--- src/rtl/clk_period_monitor.sv ---
// clk_period_monitor: measures each div_clk cycle (period, high time) in clk_in cycles and flags ratio errors and stalls.
// Latency: meas_valid is high 2 clk_in cycles after s1 first samples a div_clk rise (s1/s2/s3 then output register).
// Backpressure: none; free-running monitor, each new result overwrites the previous one.
// Optional duty-cycle check: compiled in when CLK_MON_DUTY_CHECK_EN is defined, otherwise duty_err is tied 0.
module clk_period_monitor #(
    parameter int CNT_W      = 8,
    parameter int EXP_PERIOD = 3,
    parameter int TIMEOUT    = 200
) (
    input  logic             clk_in,
    input  logic             rst,
    input  logic             div_clk,
    output logic [CNT_W-1:0] period,
    output logic [CNT_W-1:0] high_time,
    output logic             meas_valid,
    output logic             period_err,
    output logic             timeout,
    output logic             duty_err
);

    // Two-state measurement FSM
    localparam logic [0:0] ST_ARM  = 1'b0;
    localparam logic [0:0] ST_MEAS = 1'b1;

    localparam logic [CNT_W-1:0] EXP_C = CNT_W'(EXP_PERIOD);
    localparam logic [CNT_W-1:0] TMO_C = CNT_W'(TIMEOUT);
    localparam logic [CNT_W-1:0] ONE_C = CNT_W'(1);

    // Synchronizer and edge-history flops
    logic s1_q, s1_d;
    logic s2_q, s2_d;
    logic s3_q, s3_d;

    // Measurement state
    logic [0:0]       state_q, state_d;
    logic [CNT_W-1:0] cnt_hi_q, cnt_hi_d;
    logic [CNT_W-1:0] cnt_lo_q, cnt_lo_d;
    logic [CNT_W-1:0] tcnt_q, tcnt_d;

    // Registered results
    logic [CNT_W-1:0] period_q, period_d;
    logic [CNT_W-1:0] high_time_q, high_time_d;
    logic             meas_valid_q, meas_valid_d;
    logic             period_err_q, period_err_d;
    logic             timeout_q, timeout_d;

    // Decoded events
    logic             rise;
    logic             meas_take;
    logic             tmo_hit;
    logic [CNT_W-1:0] meas_sum;

    // Synchronizer next state: plain shift of the sampled divided clock
    always_comb begin
        s1_d = div_clk;
        s2_d = s1_q;
        s3_d = s2_q;
    end

    // Synchronizer registers
    always_ff @(posedge clk_in or negedge rst) begin
        if (!rst) begin
            s1_q <= 1'b0;
            s2_q <= 1'b0;
            s3_q <= 1'b0;
        end else begin
            s1_q <= s1_d;
            s2_q <= s2_d;
            s3_q <= s3_d;
        end
    end

    // Event decode; a rise coinciding with the timeout threshold wins over the timeout
    always_comb begin
        rise      = s2_q & ~s3_q;
        meas_take = rise && (state_q == ST_MEAS);
        tmo_hit   = (tcnt_q == TMO_C) && !rise;
        // Cannot overflow: the stall timeout fires long before the sum wraps
        meas_sum  = cnt_hi_q + cnt_lo_q;
    end

    // FSM, phase counters, stall counter and result registers next state
    always_comb begin
        state_d      = state_q;
        cnt_hi_d     = cnt_hi_q;
        cnt_lo_d     = cnt_lo_q;
        tcnt_d       = tcnt_q;
        period_d     = period_q;
        high_time_d  = high_time_q;
        meas_valid_d = 1'b0;
        period_err_d = period_err_q;
        timeout_d    = timeout_q;

        // Stall counter runs in both states and parks at the threshold
        if (rise) begin
            tcnt_d = '0;
        end else if (tcnt_q != TMO_C) begin
            tcnt_d = tcnt_q + ONE_C;
        end

        case (state_q)
            ST_ARM: begin
                // Partial first cycle is discarded; the rise cycle itself is high
                if (rise) begin
                    cnt_hi_d = ONE_C;
                    cnt_lo_d = '0;
                    state_d  = ST_MEAS;
                end
            end
            ST_MEAS: begin
                if (rise) begin
                    period_d     = meas_sum;
                    high_time_d  = cnt_hi_q;
                    meas_valid_d = 1'b1;
                    period_err_d = (meas_sum != EXP_C);
                    timeout_d    = 1'b0;
                    cnt_hi_d     = ONE_C;
                    cnt_lo_d     = '0;
                end else if (s2_q) begin
                    cnt_hi_d = cnt_hi_q + ONE_C;
                end else begin
                    cnt_lo_d = cnt_lo_q + ONE_C;
                end
            end
            default: begin
                state_d  = ST_ARM;
                cnt_hi_d = '0;
                cnt_lo_d = '0;
            end
        endcase

        // Stall: drop back to ARM, keep the last measurement visible
        if (tmo_hit) begin
            timeout_d = 1'b1;
            state_d   = ST_ARM;
            cnt_hi_d  = '0;
            cnt_lo_d  = '0;
        end
    end

    // Measurement state and result registers
    always_ff @(posedge clk_in or negedge rst) begin
        if (!rst) begin
            state_q      <= ST_ARM;
            cnt_hi_q     <= '0;
            cnt_lo_q     <= '0;
            tcnt_q       <= '0;
            period_q     <= '0;
            high_time_q  <= '0;
            meas_valid_q <= 1'b0;
            period_err_q <= 1'b0;
            timeout_q    <= 1'b0;
        end else begin
            state_q      <= state_d;
            cnt_hi_q     <= cnt_hi_d;
            cnt_lo_q     <= cnt_lo_d;
            tcnt_q       <= tcnt_d;
            period_q     <= period_d;
            high_time_q  <= high_time_d;
            meas_valid_q <= meas_valid_d;
            period_err_q <= period_err_d;
            timeout_q    <= timeout_d;
        end
    end

    assign period     = period_q;
    assign high_time  = high_time_q;
    assign meas_valid = meas_valid_q;
    assign period_err = period_err_q;
    assign timeout    = timeout_q;

`ifdef CLK_MON_DUTY_CHECK_EN
    localparam logic [CNT_W:0] DUTY_TOL = (CNT_W+1)'(1);

    logic           duty_err_q, duty_err_d;
    logic [CNT_W:0] twice_hi;
    logic [CNT_W:0] per_ext;
    logic [CNT_W:0] duty_diff;

    // Duty check on the values being registered: |2*high - period| > 1
    always_comb begin
        twice_hi   = {cnt_hi_q, 1'b0};
        per_ext    = {1'b0, meas_sum};
        if (twice_hi >= per_ext) begin
            duty_diff = twice_hi - per_ext;
        end else begin
            duty_diff = per_ext - twice_hi;
        end
        duty_err_d = duty_err_q;
        if (meas_take) begin
            duty_err_d = (duty_diff > DUTY_TOL);
        end
    end

    // Duty flag register, updated together with meas_valid
    always_ff @(posedge clk_in or negedge rst) begin
        if (!rst) begin
            duty_err_q <= 1'b0;
        end else begin
            duty_err_q <= duty_err_d;
        end
    end

    assign duty_err = duty_err_q;
`else
    assign duty_err = 1'b0;
`endif

endmodule
--- config.mk ---
export PLATFORM = sky130hd
export DESIGN_NAME = clk_period_monitor
export DESIGN_NICKNAME = d
export VERILOG_FILES = /design/src/rtl/clk_period_monitor.sv
export SDC_FILE = /design/constraint.sdc
export NUM_CORES = 1
export LEC_CHECK = 0
export BUFFER_PORTS_ARGS = -buffer_cell sky130_fd_sc_hd__buf_2
export CORE_ASPECT_RATIO = 2
export CORE_MARGIN = 10
export CORE_UTILIZATION = 55
export CTS_BUF_LIST = sky130_fd_sc_hd__clkbuf_4 sky130_fd_sc_hd__clkbuf_8
export DETAILED_ROUTE_END_ITERATION = 8
export MAX_ROUTING_LAYER = met4
export PLACE_DENSITY = 0.72
export SLEW_MARGIN = 20
export SYNTH_ARGS = -nofsm -noshare
export SYNTH_HDL_FRONTEND = slang
export SYNTH_SLANG_ARGS = --single-unit
--- constraint.sdc ---
create_clock -name clk_in -period 4.6 [get_ports clk_in]
set_input_delay 0.69 -clock clk_in [delete_from_list [all_inputs] [get_ports clk_in]]
set_output_delay 0.69 -clock clk_in [all_outputs]
set_load 0.02 [all_outputs]
==> results.md <==
- Status: complete, no violations
- Setup ws final: about 2.4 ns
- Relative slew margins: 38.8%
- ANT nets after route: 0
- Synth area leader: dfrtp_1
- Die Footprint: approximately 7300 sq um
- Total Nets Final: 240
- WP depth: 7
- Met3 Use GR: under 10%
- Worst-skew pair later-pin latency: approximately 0.30 ns
- Routed len/inst: ~15 um
- Worst Hold End: s2_q$_DFF_PN0_
- Endpoints failing setup: 0
- Clock Skew: 0.0109 ns
- Multi-input gate area: ~1000 sq um
- RSZ-0062 raised after global routing: false
- Slowest-stage cell, CP: dfrtp_1
- Min-Delay Path Class: flip-flop to flip-flop
- Internal: roughly 0.71 mW
- Critical Path Fanout Max: 7
- Pwr Total: between 1 and 1.5 mW
- Leakage: around 1.3 nW
- Top cells by count, synth: dfrtp_1 (47), nor2_1 (27), xor2_1 (23)
- Inserted Clock Buffers: 5
- Vias in the first global route: about 1600
- CTS root buffer: clkbuf_8
- Sw Share: 34.6%
- Clock network power share: between 20% and 30%
- Worst setup SP type: flip-flop
- Row Count: 33
- Die X: 65.4 um
- Final Hold Fails: 0
- Met1 GRT Util: 12.2%
- Most Crowded Layer GR: met2
- FF-to-FF path depth: 7
- Global Route met2 Usage: around 22%
- Worst-path clk slew: roughly 0.08 ns
- Share of cells above drive strength 1: a little under a fifth
- DR iter-0 viols: 20
- Mapped Area: 2270 sq um
- Area growth syn-to-layout: 9.15%
- Post-synth EDFFs: 0
- Post-synth top area share: a little over 50%
- FFs w/ async S/R, synth: 100%
- Hold Crit Start: s1_q$_DFF_PN0_
- Post CTS Setup Buffer Count: 0
- Gr ovfl total: 0
- Post-DP HPWL: roughly 3200 um
- Core footprint: slightly above 4000 sq um
- MaxCap Viol Count: 0
- Crit path cell chain: ha_1 > fa_1 > a211oi_1 > o21bai_1 > a21oi_1 > xor2_1 > a41oi_1
- First-pass GRT wire length: between 7000 and 8000 um
- Vias per cell: 5.46
- H-Tree Level Count: 2
- Slew Limit Fails: 0
- Crit path DAT: about 2.3 ns
- Pin count of the biggest net entering global routing: 48
- R2R Path End: period_err$_DFFE_PN0P_
- Starting Density: a little under three fifths
- Buffers and inverters on the worst path: 0
- FMAX: 0.463 GHz
- Comb power frac: 27.0%
- Sequential fraction of the synthesis area: roughly half
- Top cells by area, synth: dfrtp_1 (52%), xor2_1 (8.9%), ha_1 (6.1%)
- Reg2Reg Setup Slack: between 2 and 2.5 ns
- Sequential Power Share: about half
- Number of remaining DRC errors: 0
- VDD IR max: ~380 uV
- All-Layer GR Usage: 13.2%
- Slew @ Worst Pin: between 0.9 and 1 ns
- Die height: approximately 110 um
- Vias: roughly 1500
- IO Pins: 23
- CP endpoint kind: flip-flop
- Critical path's top delay family: adder cells
- # hold bufs at CTS: 0
- Critical path class: flip-flop to flip-flop
- Drt first pass iters: 4
- Fin crit share: between 40% and 50%
- Crit-path max cell delay: about 0.47 ns
- Distinct cells, synth: 34
- Port Buffer Count: 21
- Post-Syn Instances: approximately 200
- Routed WL: 4200 um
- Fill cells: between 300 and 400
- PwrDens: between 400 and 500 nW/um^2
- Reg-to-reg startpoint: cnt_hi_q[0]$_DFFE_PN0P_
- Initial antenna violation count: 0
- Hold Path Stages: 0
- Diodes inserted: 0
- Tmin final: roughly 2.2 ns
- Avg Cell Area, Syn: 11.1 sq um
- Clk sinks: 47
- Reg area: between 1000 and 1500 sq um
- RePlAce Congestion: approximately 0.86
- Setup tns final: 0 ns
- Primary FF master, synth: dfrtp_1
- Synth Warn #: 0
- Most frequent cell after synthesis: dfrtp_1
- Yosys reg bits: 47
- TritonCTS clock tree: done
- Req. time, crit path: ~4.8 ns
- Mapped Nets: around 220
- Psw: roughly 0.38 mW
- Setup WS pre-CTS: around 2.5 ns
- Post-CTS Resized: 0
- Clk buf depth: 2
[kinds of logic after synthesis]
family	after synthesis	share of synthesized area [%]
muxes	12	5.84
and+or+nand+nor	70	15.2
buffers and inverters	10	2.59
DFF	47	51.8
xor gates and xnor gates	28	10.8
AOI/OAI and AO/OA	24	6.67
adders and majority gates	12	6.94
other	1	0.165
[cell usage in the layout, fill, tap and decap left out, drive strengths merged, types with 2 or more instances in the layout]
cell / synthesis / final
nand3: 11 / 11
inv: 3 / 3
clkinv: 0 / 2
mux2: 10 / 10
nand4: 5 / 5
xnor2: 5 / 5
clkbuf: 1 / 5
o21ai: 6 / 6
nand2: 12 / 12
ha: 11 / 11
dfrtp: 47 / 47
buf: 6 / 21
a21oi: 7 / 7
a21o: 5 / 5
nor2: 27 / 27
and3: 6 / 6
and4: 2 / 2
mux2i: 2 / 2
nor2b: 2 / 2
xor2: 23 / 23
[worst register-to-register path, cell delays in order (launching register included)]
cell and delay [ns]:
dfrtp_1 0.47, ha_1 0.26, fa_1 0.43, a211oi_1 0.25
o21bai_1 0.11, a21oi_1 0.18, xor2_1 0.19, a41oi_1 0.13
[metal layers]
metal  vias to the layer above  part of all wire [%]
met3                        19                   5.8
li1                        734                     -
met4                         0                   6.4
met5                         -                     0
met2                        36                    52
met1                       723                    36
[power by group through the flow]
stage          Clock [mW]  Sequential, mW  Combinational [mW]
5_1_grt             0.260           0.577               0.336
6_report            0.235           0.562               0.294
2_1_floorplan           0           0.594               0.175
3_5_place_dp            0           0.572               0.296
4_1_cts             0.242           0.564               0.299
3_3_place_gp            0           0.567               0.291
[how the worst max path moves through the flow]
| stage | start | end |
|---|---|---|
| final | cnt_hi_q[0]$_DFFE_PN0P_ | period_err$_DFFE_PN0P_ |
| after global routing | cnt_hi_q[0]$_DFFE_PN0P_ | period[6]$_DFFE_PN0P_ |
| after CTS | cnt_hi_q[0]$_DFFE_PN0P_ | period_err$_DFFE_PN0P_ |
| after detailed placement | cnt_hi_q[0]$_DFFE_PN0P_ | period_err$_DFFE_PN0P_ |
| after global placement | cnt_hi_q[0]$_DFFE_PN0P_ | period_err$_DFFE_PN0P_ |
| after floorplan | cnt_hi_q[0]$_DFFE_PN0P_ | period_err$_DFFE_PN0P_ |
[flip-flops by register name, summed over array words and instances, names as in the netlist]
register / flops
cnt_hi_q: 8
cnt_lo_q: 8
high_time: 8
period: 8
tcnt_q: 8
meas_valid: 1
period_err: 1
s1_q: 1
s2_q: 1
s3_q: 1
state_q: 1
timeout: 1
[cell type report]
type | instances | share of cell area (%)
clock buffer | 5 | 2.78
clock inverter | 2 | 0.555
inverter | 3 | 0.454
multi-input combinational | 147 | 41.8
sequential | 47 | 47.5
tap | 52 | 2.62
timing repair buffer | 21 | 4.34
[stage by stage]
stage / area, sq um / hold WS, ns / utilization [%] / std cells
after floorplan: 2270 / 0.331 / - / 204
after global placement: 2390 / 0.337 / 59.2 / 270
final: 2480 / 0.355 / 61.3 / 277
after global routing: 2480 / 0.363 / 61.3 / 277
after detailed placement: 2390 / 0.339 / 59.2 / 270
after CTS: 2480 / 0.359 / 61.2 / 277
No activity file was read; power rests on OpenSTA's default activity.
